$ cat config.mk
export PLATFORM = sky130hd
export DESIGN_NAME = rv_scoreboard_flat
export DESIGN_NICKNAME = d
export VERILOG_FILES = /design/src/rtl/rv_scoreboard_pkg.sv /design/src/rtl/rv_scoreboard_if.sv /design/src/rtl/rv_scoreboard.sv /design/src/flat_wrapper.sv
export SDC_FILE = /design/constraint.sdc
export NUM_CORES = 1
export LEC_CHECK = 0
export CAP_MARGIN = 25
export CORE_UTILIZATION = 42
export CTS_CLUSTER_SIZE = 40
export DETAILED_ROUTE_END_ITERATION = 16
export PLACE_DENSITY = 0.82
export SYNTH_ARGS = -nofsm -noshare
export SYNTH_HDL_FRONTEND = slang
export SYNTH_SLANG_ARGS = --single-unit
export TNS_END_PERCENT = 10
$ cat constraint.sdc
create_clock -name clk_i -period 4.2 [get_ports clk_i]
set_clock_uncertainty 0.2 [all_clocks]
set_input_delay 1.05 -clock clk_i [delete_from_list [all_inputs] [get_ports clk_i]]
set_output_delay 1.05 -clock clk_i [all_outputs]
set_load 0.01 [all_outputs]
$ cat src/rtl/rv_scoreboard_pkg.sv
// Types and helpers shared by the register scoreboard, its interface and bench.
package rv_scoreboard_pkg;

    localparam int NUM_REGS = 32;

    typedef logic [4:0]          reg_idx_t;
    typedef logic [2:0]          cnt_t;
    typedef logic [NUM_REGS-1:0] reg_mask_t;

    function automatic reg_mask_t onehot(input reg_idx_t idx);
        onehot = reg_mask_t'(1) << idx;
    endfunction

endpackage

$ cat src/rtl/rv_scoreboard_if.sv
// Decode/issue/writeback signals seen by the scoreboard, plus its hazard outputs.
interface rv_scoreboard_if;
    import rv_scoreboard_pkg::*;

    logic      d_valid_i;
    reg_idx_t  d_rs1_i;
    reg_idx_t  d_rs2_i;
    reg_idx_t  d_rd_i;
    logic      d_uses_rs1_i;
    logic      d_uses_rs2_i;
    logic      d_rd_write_i;
    logic      d_long_i;
    logic      x_issue_i;
    logic      w_done_i;
    reg_idx_t  w_rd_i;
    logic      d_stall_req_o;
    reg_mask_t pending_o;
    cnt_t      count_o;
    logic      full_o;

    modport master (
        output d_valid_i, d_rs1_i, d_rs2_i, d_rd_i,
        output d_uses_rs1_i, d_uses_rs2_i, d_rd_write_i, d_long_i,
        output x_issue_i, w_done_i, w_rd_i,
        input  d_stall_req_o, pending_o, count_o, full_o
    );

    modport slave (
        input  d_valid_i, d_rs1_i, d_rs2_i, d_rd_i,
        input  d_uses_rs1_i, d_uses_rs2_i, d_rd_write_i, d_long_i,
        input  x_issue_i, w_done_i, w_rd_i,
        output d_stall_req_o, pending_o, count_o, full_o
    );

endinterface

$ cat src/rtl/rv_scoreboard.sv
// Register scoreboard: tracks in-flight long-latency writes per register and
// raises a zero-latency decode stall for RAW, WAW and outstanding-limit hazards.
module rv_scoreboard
    import rv_scoreboard_pkg::*;
#(
    parameter int MAX_OUTSTANDING = 2
) (
    input  logic           clk_i,
    input  logic           rst_i,
    rv_scoreboard_if.slave sb
);

    localparam cnt_t MAX_CNT = cnt_t'(MAX_OUTSTANDING);

    reg_mask_t r_pending;
    cnt_t      r_count;

    logic      w_issue_long;
    logic      w_done_ok;
    logic      w_at_max;
    logic      w_set_ok;
    reg_mask_t w_set_mask;
    reg_mask_t w_clr_mask;
    reg_mask_t w_bypass_mask;
    reg_mask_t w_eff_pending;
    reg_mask_t w_pending_nxt;
    cnt_t      w_count_nxt;
    logic      w_haz_rs1;
    logic      w_haz_rs2;
    logic      w_haz_rd;
    logic      w_haz_full;
    logic      w_stall;

    assign w_issue_long = sb.x_issue_i && sb.d_long_i && sb.d_rd_write_i;
    // A writeback with nothing outstanding is stray and must not touch any state.
    assign w_done_ok    = sb.w_done_i && (r_count != '0);
    assign w_at_max     = (r_count == MAX_CNT);
    assign w_set_ok     = w_issue_long && (!w_at_max || w_done_ok);

    assign w_set_mask    = (w_set_ok && (sb.d_rd_i != '0)) ? onehot(sb.d_rd_i) : '0;
    assign w_clr_mask    = (w_done_ok && (sb.w_rd_i != '0)) ? onehot(sb.w_rd_i) : '0;
    assign w_bypass_mask = sb.w_done_i ? onehot(sb.w_rd_i) : '0;
    assign w_eff_pending = r_pending & ~w_bypass_mask;

    // Set wins over clear on the same index; x0 never holds a pending bit.
    assign w_pending_nxt = ((r_pending & ~w_clr_mask) | w_set_mask) & ~reg_mask_t'(1);

    always_comb begin
        w_count_nxt = r_count;
        if (w_issue_long && w_done_ok) begin
            w_count_nxt = r_count;
        end else if (w_issue_long && !w_at_max) begin
            w_count_nxt = r_count + cnt_t'(1);
        end else if (w_done_ok) begin
            w_count_nxt = r_count - cnt_t'(1);
        end
    end

    always_ff @(posedge clk_i) begin
        if (rst_i) begin
            r_pending <= '0;
            r_count   <= '0;
        end else begin
            r_pending <= w_pending_nxt;
            r_count   <= w_count_nxt;
        end
    end

    assign w_haz_rs1  = sb.d_uses_rs1_i && w_eff_pending[sb.d_rs1_i];
    assign w_haz_rs2  = sb.d_uses_rs2_i && w_eff_pending[sb.d_rs2_i];
    assign w_haz_rd   = sb.d_rd_write_i && w_eff_pending[sb.d_rd_i];
    assign w_haz_full = sb.d_long_i && w_at_max && !sb.w_done_i;

    assign w_stall = !rst_i && sb.d_valid_i &&
                     (w_haz_rs1 || w_haz_rs2 || w_haz_rd || w_haz_full);

    assign sb.d_stall_req_o = w_stall;
    assign sb.pending_o     = r_pending;
    assign sb.count_o       = r_count;
    assign sb.full_o        = w_at_max;

    // Issuing past a stall is a pipeline-control bug upstream, not something to absorb here.
    a_no_issue_while_stalled: assert property (
        @(posedge clk_i) disable iff (rst_i) !(sb.x_issue_i && w_stall)
    );

endmodule

$ cat src/flat_wrapper.sv
// flat-port wrapper written by rule: the top's interface ports become plain ports
module rv_scoreboard_flat import rv_scoreboard_pkg::*;
#(
    parameter int MAX_OUTSTANDING = 2
)
  (clk_i, rst_i, sb_d_valid_i, sb_d_rs1_i, sb_d_rs2_i, sb_d_rd_i, sb_d_uses_rs1_i, sb_d_uses_rs2_i, sb_d_rd_write_i, sb_d_long_i, sb_x_issue_i, sb_w_done_i, sb_w_rd_i, sb_d_stall_req_o, sb_pending_o, sb_count_o, sb_full_o);
  rv_scoreboard_if sb_i ();
  input  logic clk_i;
  input  logic rst_i;
  input wire logic [$bits(sb_i.d_valid_i)-1:0] sb_d_valid_i;
  input wire logic [$bits(sb_i.d_rs1_i)-1:0] sb_d_rs1_i;
  input wire logic [$bits(sb_i.d_rs2_i)-1:0] sb_d_rs2_i;
  input wire logic [$bits(sb_i.d_rd_i)-1:0] sb_d_rd_i;
  input wire logic [$bits(sb_i.d_uses_rs1_i)-1:0] sb_d_uses_rs1_i;
  input wire logic [$bits(sb_i.d_uses_rs2_i)-1:0] sb_d_uses_rs2_i;
  input wire logic [$bits(sb_i.d_rd_write_i)-1:0] sb_d_rd_write_i;
  input wire logic [$bits(sb_i.d_long_i)-1:0] sb_d_long_i;
  input wire logic [$bits(sb_i.x_issue_i)-1:0] sb_x_issue_i;
  input wire logic [$bits(sb_i.w_done_i)-1:0] sb_w_done_i;
  input wire logic [$bits(sb_i.w_rd_i)-1:0] sb_w_rd_i;
  output wire logic [$bits(sb_i.d_stall_req_o)-1:0] sb_d_stall_req_o;
  output wire logic [$bits(sb_i.pending_o)-1:0] sb_pending_o;
  output wire logic [$bits(sb_i.count_o)-1:0] sb_count_o;
  output wire logic [$bits(sb_i.full_o)-1:0] sb_full_o;
  assign sb_i.d_valid_i = sb_d_valid_i;
  assign sb_i.d_rs1_i = sb_d_rs1_i;
  assign sb_i.d_rs2_i = sb_d_rs2_i;
  assign sb_i.d_rd_i = sb_d_rd_i;
  assign sb_i.d_uses_rs1_i = sb_d_uses_rs1_i;
  assign sb_i.d_uses_rs2_i = sb_d_uses_rs2_i;
  assign sb_i.d_rd_write_i = sb_d_rd_write_i;
  assign sb_i.d_long_i = sb_d_long_i;
  assign sb_i.x_issue_i = sb_x_issue_i;
  assign sb_i.w_done_i = sb_w_done_i;
  assign sb_i.w_rd_i = sb_w_rd_i;
  assign sb_d_stall_req_o = sb_i.d_stall_req_o;
  assign sb_pending_o = sb_i.pending_o;
  assign sb_count_o = sb_i.count_o;
  assign sb_full_o = sb_i.full_o;
  rv_scoreboard #(.MAX_OUTSTANDING(MAX_OUTSTANDING)) u_core (.clk_i(clk_i), .rst_i(rst_i), .sb(sb_i));
endmodule
# ---- Word level (Yosys, flattened, before mapping)
# Cells that the tools add are included.
# W data, S select, Z words.
dict set report classes {
  addsub 2
  n_lt_le_gt_ge 3
  n_eq_ne 1
  shifts 2
  n_mux 11
  n_bitwise 6
  reduce_logical 27
}
# op count
set op_table {}
lappend op_table {{$mux W32} 3}
lappend op_table {{$and A32 B32 Y32} 2}
lappend op_table {{$not A32 Y32} 2}
lappend op_table {{$shl A1 B5 Y32 const A} 2}
lappend op_table {{$or A32 B32 Y32} 1}
lappend op_table {{$lt A5 B6 Y1 const B} 3}
lappend op_table {{$bmux W1 S5} 3}
lappend op_table {{$logic_and A1 B1 Y1} 15}
lappend op_table {{$reduce_bool A5 Y1} 2}
lappend op_table {{$mux W3} 2}
lappend op_table {{$logic_or A1 B1 Y1} 4}
lappend op_table {{$add A3 B1 Y3 const B} 1}
lappend op_table {{$eq A3 B2 Y1 const B} 1}
lappend op_table {{$logic_not A1 Y1} 3}
lappend op_table {{$mux W1} 3}
lappend op_table {{$reduce_bool A3 Y1} 1}
lappend op_table {{$sub A3 B1 Y3 const B} 1}
lappend op_table {{$reduce_and A2 Y1} 1}
lappend op_table {{$reduce_bool A2 Y1} 1}
lappend op_table {{$not A1 Y1} 1}
dict set report totals {
  regBits 35
  input_bits 29
  output_inout_bits 37
}

# ---- Longest topological paths before layout
# Gate-level depths: netlist of the first run.
dict set report logic_depth {
  depth_word 11
  mapped_depth 8
  depth_no_buf 7
}

# ---- Worst setup path after synthesis of the first run
# Ideal clock, no wire load.
dict set report synth_path {
  path_type {input-to-output}
  start {input sb_w_rd_i[0]}
  end {output sb_d_stall_req_o}
  t_arrival_ps 2883
  slack_ps 67
  stages 8
  n_path_buf 1
  path_cell_list {or3b_1 > buf_6 > o211ai_1 > a21oi_1 > or4_1 > a311oi_1 > a211o_1 > a41oi_1}
}
dict set report synth_via {
  elab_chain_cells 11
  word_cells_on_any_way 17
  classes_between {shift (1); mux (7); bitwise (2); reduce/logical (7)}
}
# item line_no
set synth_rtl {}
lappend synth_rtl {{start, declared} flat_wrapper.sv:20} ;# input wire logic [$bits(sb_i.w_rd_i)-1:0] sb_w_rd_i;
lappend synth_rtl {{$shl A1 B5 Y32 *} rv_scoreboard_pkg.sv:11} ;# onehot = reg_mask_t'(1) << idx;
lappend synth_rtl {{$mux W32 *} rv_scoreboard.sv:42} ;# assign w_bypass_mask = sb.w_done_i ? onehot(sb.w_rd_i) : '0;
lappend synth_rtl {{$not A32 Y32 *} rv_scoreboard.sv:43} ;# assign w_eff_pending = r_pending & ~w_bypass_mask;
lappend synth_rtl {{$and A32 B32 Y32 *} rv_scoreboard.sv:43}
lappend synth_rtl {{$bmux W1 S5, on equally long branches} {rv_scoreboard.sv:69, rv_scoreboard.sv:70}}
lappend synth_rtl {{$mux W1, on equally long branches} {rv_scoreboard.sv:69, rv_scoreboard.sv:70}}
lappend synth_rtl {{$logic_and A1 B1 Y1, on equally long branches} {rv_scoreboard.sv:69, rv_scoreboard.sv:70}}
lappend synth_rtl {{$logic_or A1 B1 Y1} rv_scoreboard.sv:75} ;# (w_haz_rs1 || w_haz_rs2 || w_haz_rd || w_haz_full);
lappend synth_rtl {{$logic_or A1 B1 Y1 * (2 in series)} rv_scoreboard.sv:75}
lappend synth_rtl {{$logic_and A1 B1 Y1 *} rv_scoreboard.sv:74} ;# assign w_stall = !rst_i && sb.d_valid_i &&
lappend synth_rtl {{end, declared} flat_wrapper.sv:21} ;# output wire logic [$bits(sb_i.d_stall_req_o)-1:0] sb_d_stall_req_o;
# Every way passes the cells marked *; elsewhere a longest branch is shown, timed or not. The select of a mux whose other input is x is not followed.

# ---- Final worst setup path of the first run
dict set report layout_path {
  start {input sb_w_rd_i[4]}
  end {output sb_d_stall_req_o}
}
# The elaborated chain is that of the path after synthesis.

==> run_results.csv, run 1 <==
group,metric,value,unit
outcome,status,"finished, violations left",
outcome,violations,"setup timing",
detailed_routing,postRouteAntennaNets,0,
clocking,cts-root-buf,"clkbuf_8",
logic_synthesis,yosysTopAreaCellShare,0.2581,
worst_setup_path,worst-path-max-fanout,5,
detailed_routing,wl,11.02,mm
min_path,min_path_type,"flop to flop",
floorplan,die_w,81.25,um
timing,min_period_over_period,1.034,
global_route,antenna_found_initial,0,
logic_synthesis,yosysWarnings,0,
detailed_routing,remaining_drc_errors,0,
global_route,grt_pass1_vias,3516,
timing,tightest_slew,0.6220,ns
pwr,peakVddDrop,0.0003180,V
global_route,grt.total_usage,0.3504,
logic_synthesis,syn_area,0.002638,mm^2
detailed_routing,first_pass_iters,5,
floorplan,boundaryPins,66,
detailed_routing,drtIter0Drc,383,
worst_setup_path,critPathCaptureType,"output pin",
placed_design,place_hpwl,8.301,mm
pwr,power.total,1.014,mW
logic_synthesis,yosysTopAreaCell,"dfxtp_1",
logic_synthesis,synth_xor_xnor_area_share,0.006641,
clocking,ctsHtreeMaxLevel,2,
timing,fin_setup_tns,-0.1426,ns
detailed_routing,vias,3568,
global_route,grt_start_max_net_pins,35,
logic_synthesis,async_reset_ff_frac,0,
timing,grt_setup_unrepaired,"true",
logic_synthesis,synth_nets,377,
timing,period_needed,4.343,ns
clocking,clockBufferDepth,2,
clocking,worstSkewPairLatency,0.29,ns
clocking,cts_tree,"built",
floorplan,initial_core_util,0.4403,
logic_synthesis,syn_avg_cell_area,7.601,um^2
pwr,power.density,243.6,mW/mm^2
min_path,whs_path_depth,2,
logic_synthesis,synth_area_leaders,"dfxtp_1, o21ai_0, mux4_2",
pwr,p_leak,1.478,nW
flow_run,cap_violations,0,
cells_and_area,drive_gt1_frac,0.2846,
min_path,min_from,"u_core.sb.pending_o[23]$_SDFF_PP0_",
logic_synthesis,synth_fa_ha_area_frac,0.007590,
min_path,whs_endpoint,"u_core.sb.pending_o[23]$_SDFF_PP0_",
timing,setup_viol,1,
logic_synthesis,synth_top_family_by_area,"compound AO/OA/AOI/OAI gates",
clocking,cts.sink_count,34,
worst_setup_path,reg2reg_from,"u_core.sb.count_o[0]$_SDFFE_PP0P_",
floorplan,dieArea,0.006601,mm^2
global_route,grt_pass1_wl,17.39,mm
logic_synthesis,yosysSeqAreaShare,0.2581,
timing,fmax,230.3,MHz
placed_design,place.gp.congestion,0.9754,
timing,drv_slew,0,
logic_synthesis,synth_compound_area_frac,0.3174,
detailed_routing,wl_per_cell,19.44,um
cells_and_area,n_antenna_cell,0,
worst_setup_path,reg2reg_depth,7,
logic_synthesis,syn_inst,347,
placed_design,dp_slack,-1.061,ns
cells_and_area,final_util,0.6944,
logic_synthesis,ys_types,54,
cells_and_area,syn_to_final_growth,57.73,%
timing,fin_ws,-0.1426,ns
worst_setup_path,critPathArrivalTime,3.09,ns
detailed_routing,via_per_inst,6.293,
clocking,cts-buffers-inserted,5,
logic_synthesis,synth_edf_count,0,
worst_setup_path,crit_path_start_kind,"input port",
clocking,cts-hold-fix-buffers,0,
cells_and_area,fin_nets,521,
worst_setup_path,ff2ff_setup_slack,1.88,ns
floorplan,core_area,0.005991,mm^2
timing,hold_violations,0,
timing,relSlewSlack,0.5821,
logic_synthesis,ys_ff_latch,34,
floorplan,die_h,81.25,um
worst_setup_path,worstReg2RegEnd,"u_core.sb.pending_o[1]$_SDFF_PP0_",
worst_setup_path,path_class,"input port to output pin",
floorplan,rows,28,
clocking,cts.reportedPaths.clkPinSlew,0.08,ns
placed_design,numPortBuffers,64,
logic_synthesis,synth_flop_cell,"dfxtp_1",
logic_synthesis,yosys.area_share.simple,0.2201,
logic_synthesis,synthMuxAreaShare,0.1376,
global_route,grt-ovfl-total,0,
worst_setup_path,worstPathRequired,2.95,ns
[sequential cells by signal, indices dropped and copies added (netlist names)]
| signal | cells |
|---|---|
| u_core.sb.count_o | 3 |
| u_core.sb.pending_o | 31 |
[power by group]
group	switching, mW	internal [mW]	total [mW]
sequential	0.0260	0.339	0.365
clock	0.131	0.132	0.263
combinational	0.207	0.179	0.386
total	0.364	0.650	1.01
[how the worst max path moves through the flow]
| stage | startpoint | slack [ns] | endpoint | cells past startpoint |
|---|---|---|---|---|
| 6_report | sb_w_rd_i[4] | -0.14 | sb_d_stall_req_o | 9 |
| 5_1_grt | sb_w_rd_i[3] | -0.20 | sb_d_stall_req_o | 9 |
| 4_1_cts | sb_w_rd_i[4] | -0.12 | sb_d_stall_req_o | 11 |
| 3_5_place_dp | sb_w_rd_i[2] | -1.06 | sb_d_stall_req_o | 9 |
| 3_3_place_gp | sb_w_rd_i[2] | -1.02 | sb_d_stall_req_o | 10 |
| 2_1_floorplan | sb_w_rd_i[0] | 0.07 | sb_d_stall_req_o | 8 |
[routing by layer]
layer / global-route usage / vias to the layer above / wire (um)
met5: 0 / - / 0
met4: 0.1411 / 0 / 337
met3: 0.08202 / 46 / 1182
met2: 0.5622 / 242 / 5118
met1: 0.4513 / 1673 / 4382
li1: - / 1607 / -
[placed cells by master, fill, tap and decap left out, types with 2 or more instances in the layout]
cell	instances
o211a_1	3
buf_4	87
and2_1	2
a211oi_1	2
nand2_1	42
clkdlybuf4s50_1	55
nand2b_1	6
or3b_2	2
dlygate4sd2_1	2
nor2b_1	2
o21ai_0	45
inv_1	8
buf_2	2
dfxtp_1	34
o21ai_1	15
nand3b_1	6
clkbuf_8	6
o221ai_1	2
nor4_1	3
buf_6	10
buf_8	2
a21oi_1	32
nand3_1	13
mux4_2	12
o211ai_1	15
or3b_4	3
nor2_1	19
mux2_2	2
mux2i_1	6
a31oi_1	7
a211o_1	2
nor3_1	8
or3_1	2
[cell usage after synthesis, types with 3 or more instances]
cell and number:
nor2_1 19, buf_2 3, dfxtp_1 34, nand3_1 14, o211ai_1 15, nand3b_1 6, or3b_1 3, a211oi_1 3
inv_1 8, o21ai_0 60, or3_1 3, nand2_1 42, nand2b_1 6, clkbuf_1 14, a21oi_1 33, nor4_1 3
a31oi_1 7, mux2i_1 7, nor3_1 9, buf_1 3, o211a_1 3, mux4_2 12
[timing repair]
item / CTS / global route
setup endpoints to repair: 1 / 1
pin swaps: 17 / 3
buffers inserted: 10 / 0
gates resized for setup: 72 / 6
cloned: 1 / 0
[kinds of logic after synthesis]
family	count (synthesis)
AOI/OAI and AO/OA	139
xor gates and xnor gates	2
adders and majority gates	1
buffers and inverters	32
DFF	34
muxes	21
other	1
and+or+nand+nor	117
[worst max-delay path: stages]
cell      delay, ns
buf_8          0.10
or3b_4         0.43
o211ai_1       0.22
a21oi_1        0.10
or4_4          0.53
a32oi_1        0.22
a211o_1        0.18
a41oi_2        0.10
buf_2          0.16
[metrics by stage]
step / instances / area [um^2] / hold slack [ns]
floorplan: 347 / 2638 / 0.3072
global placement: 547 / 3897 / 0.2805
detailed placement: 547 / 3897 / 0.2828
CTS: 566 / 4146 / 0.2963
global route: 567 / 4160 / 0.3301
finish: 567 / 4160 / 0.2966
[final cells by class]
cell class	count	area, um^2
Clock inverter	2	12.51
Multi-Input combinational cell	281	1874
Tap cell	75	93.84
Clock buffer	6	82.58
Fill cell	511	1831
Timing Repair Buffer	159	1379
Sequential cell	34	680.7
Inverter	10	37.54
No activity file was read; power rests on OpenSTA's default activity.
==> run 2: changes to the inputs <==
Settings changed: SLEW_MARGIN set to 20.
==> results of run 2 <==
No change in the layout: final DEF, timing and power equal those of run 1.
==> run 3: changes to the inputs <==
Settings changed: TNS_END_PERCENT 10 to 30.
==> results of run 3 <==
No change in the layout: final DEF, timing and power equal those of run 1.
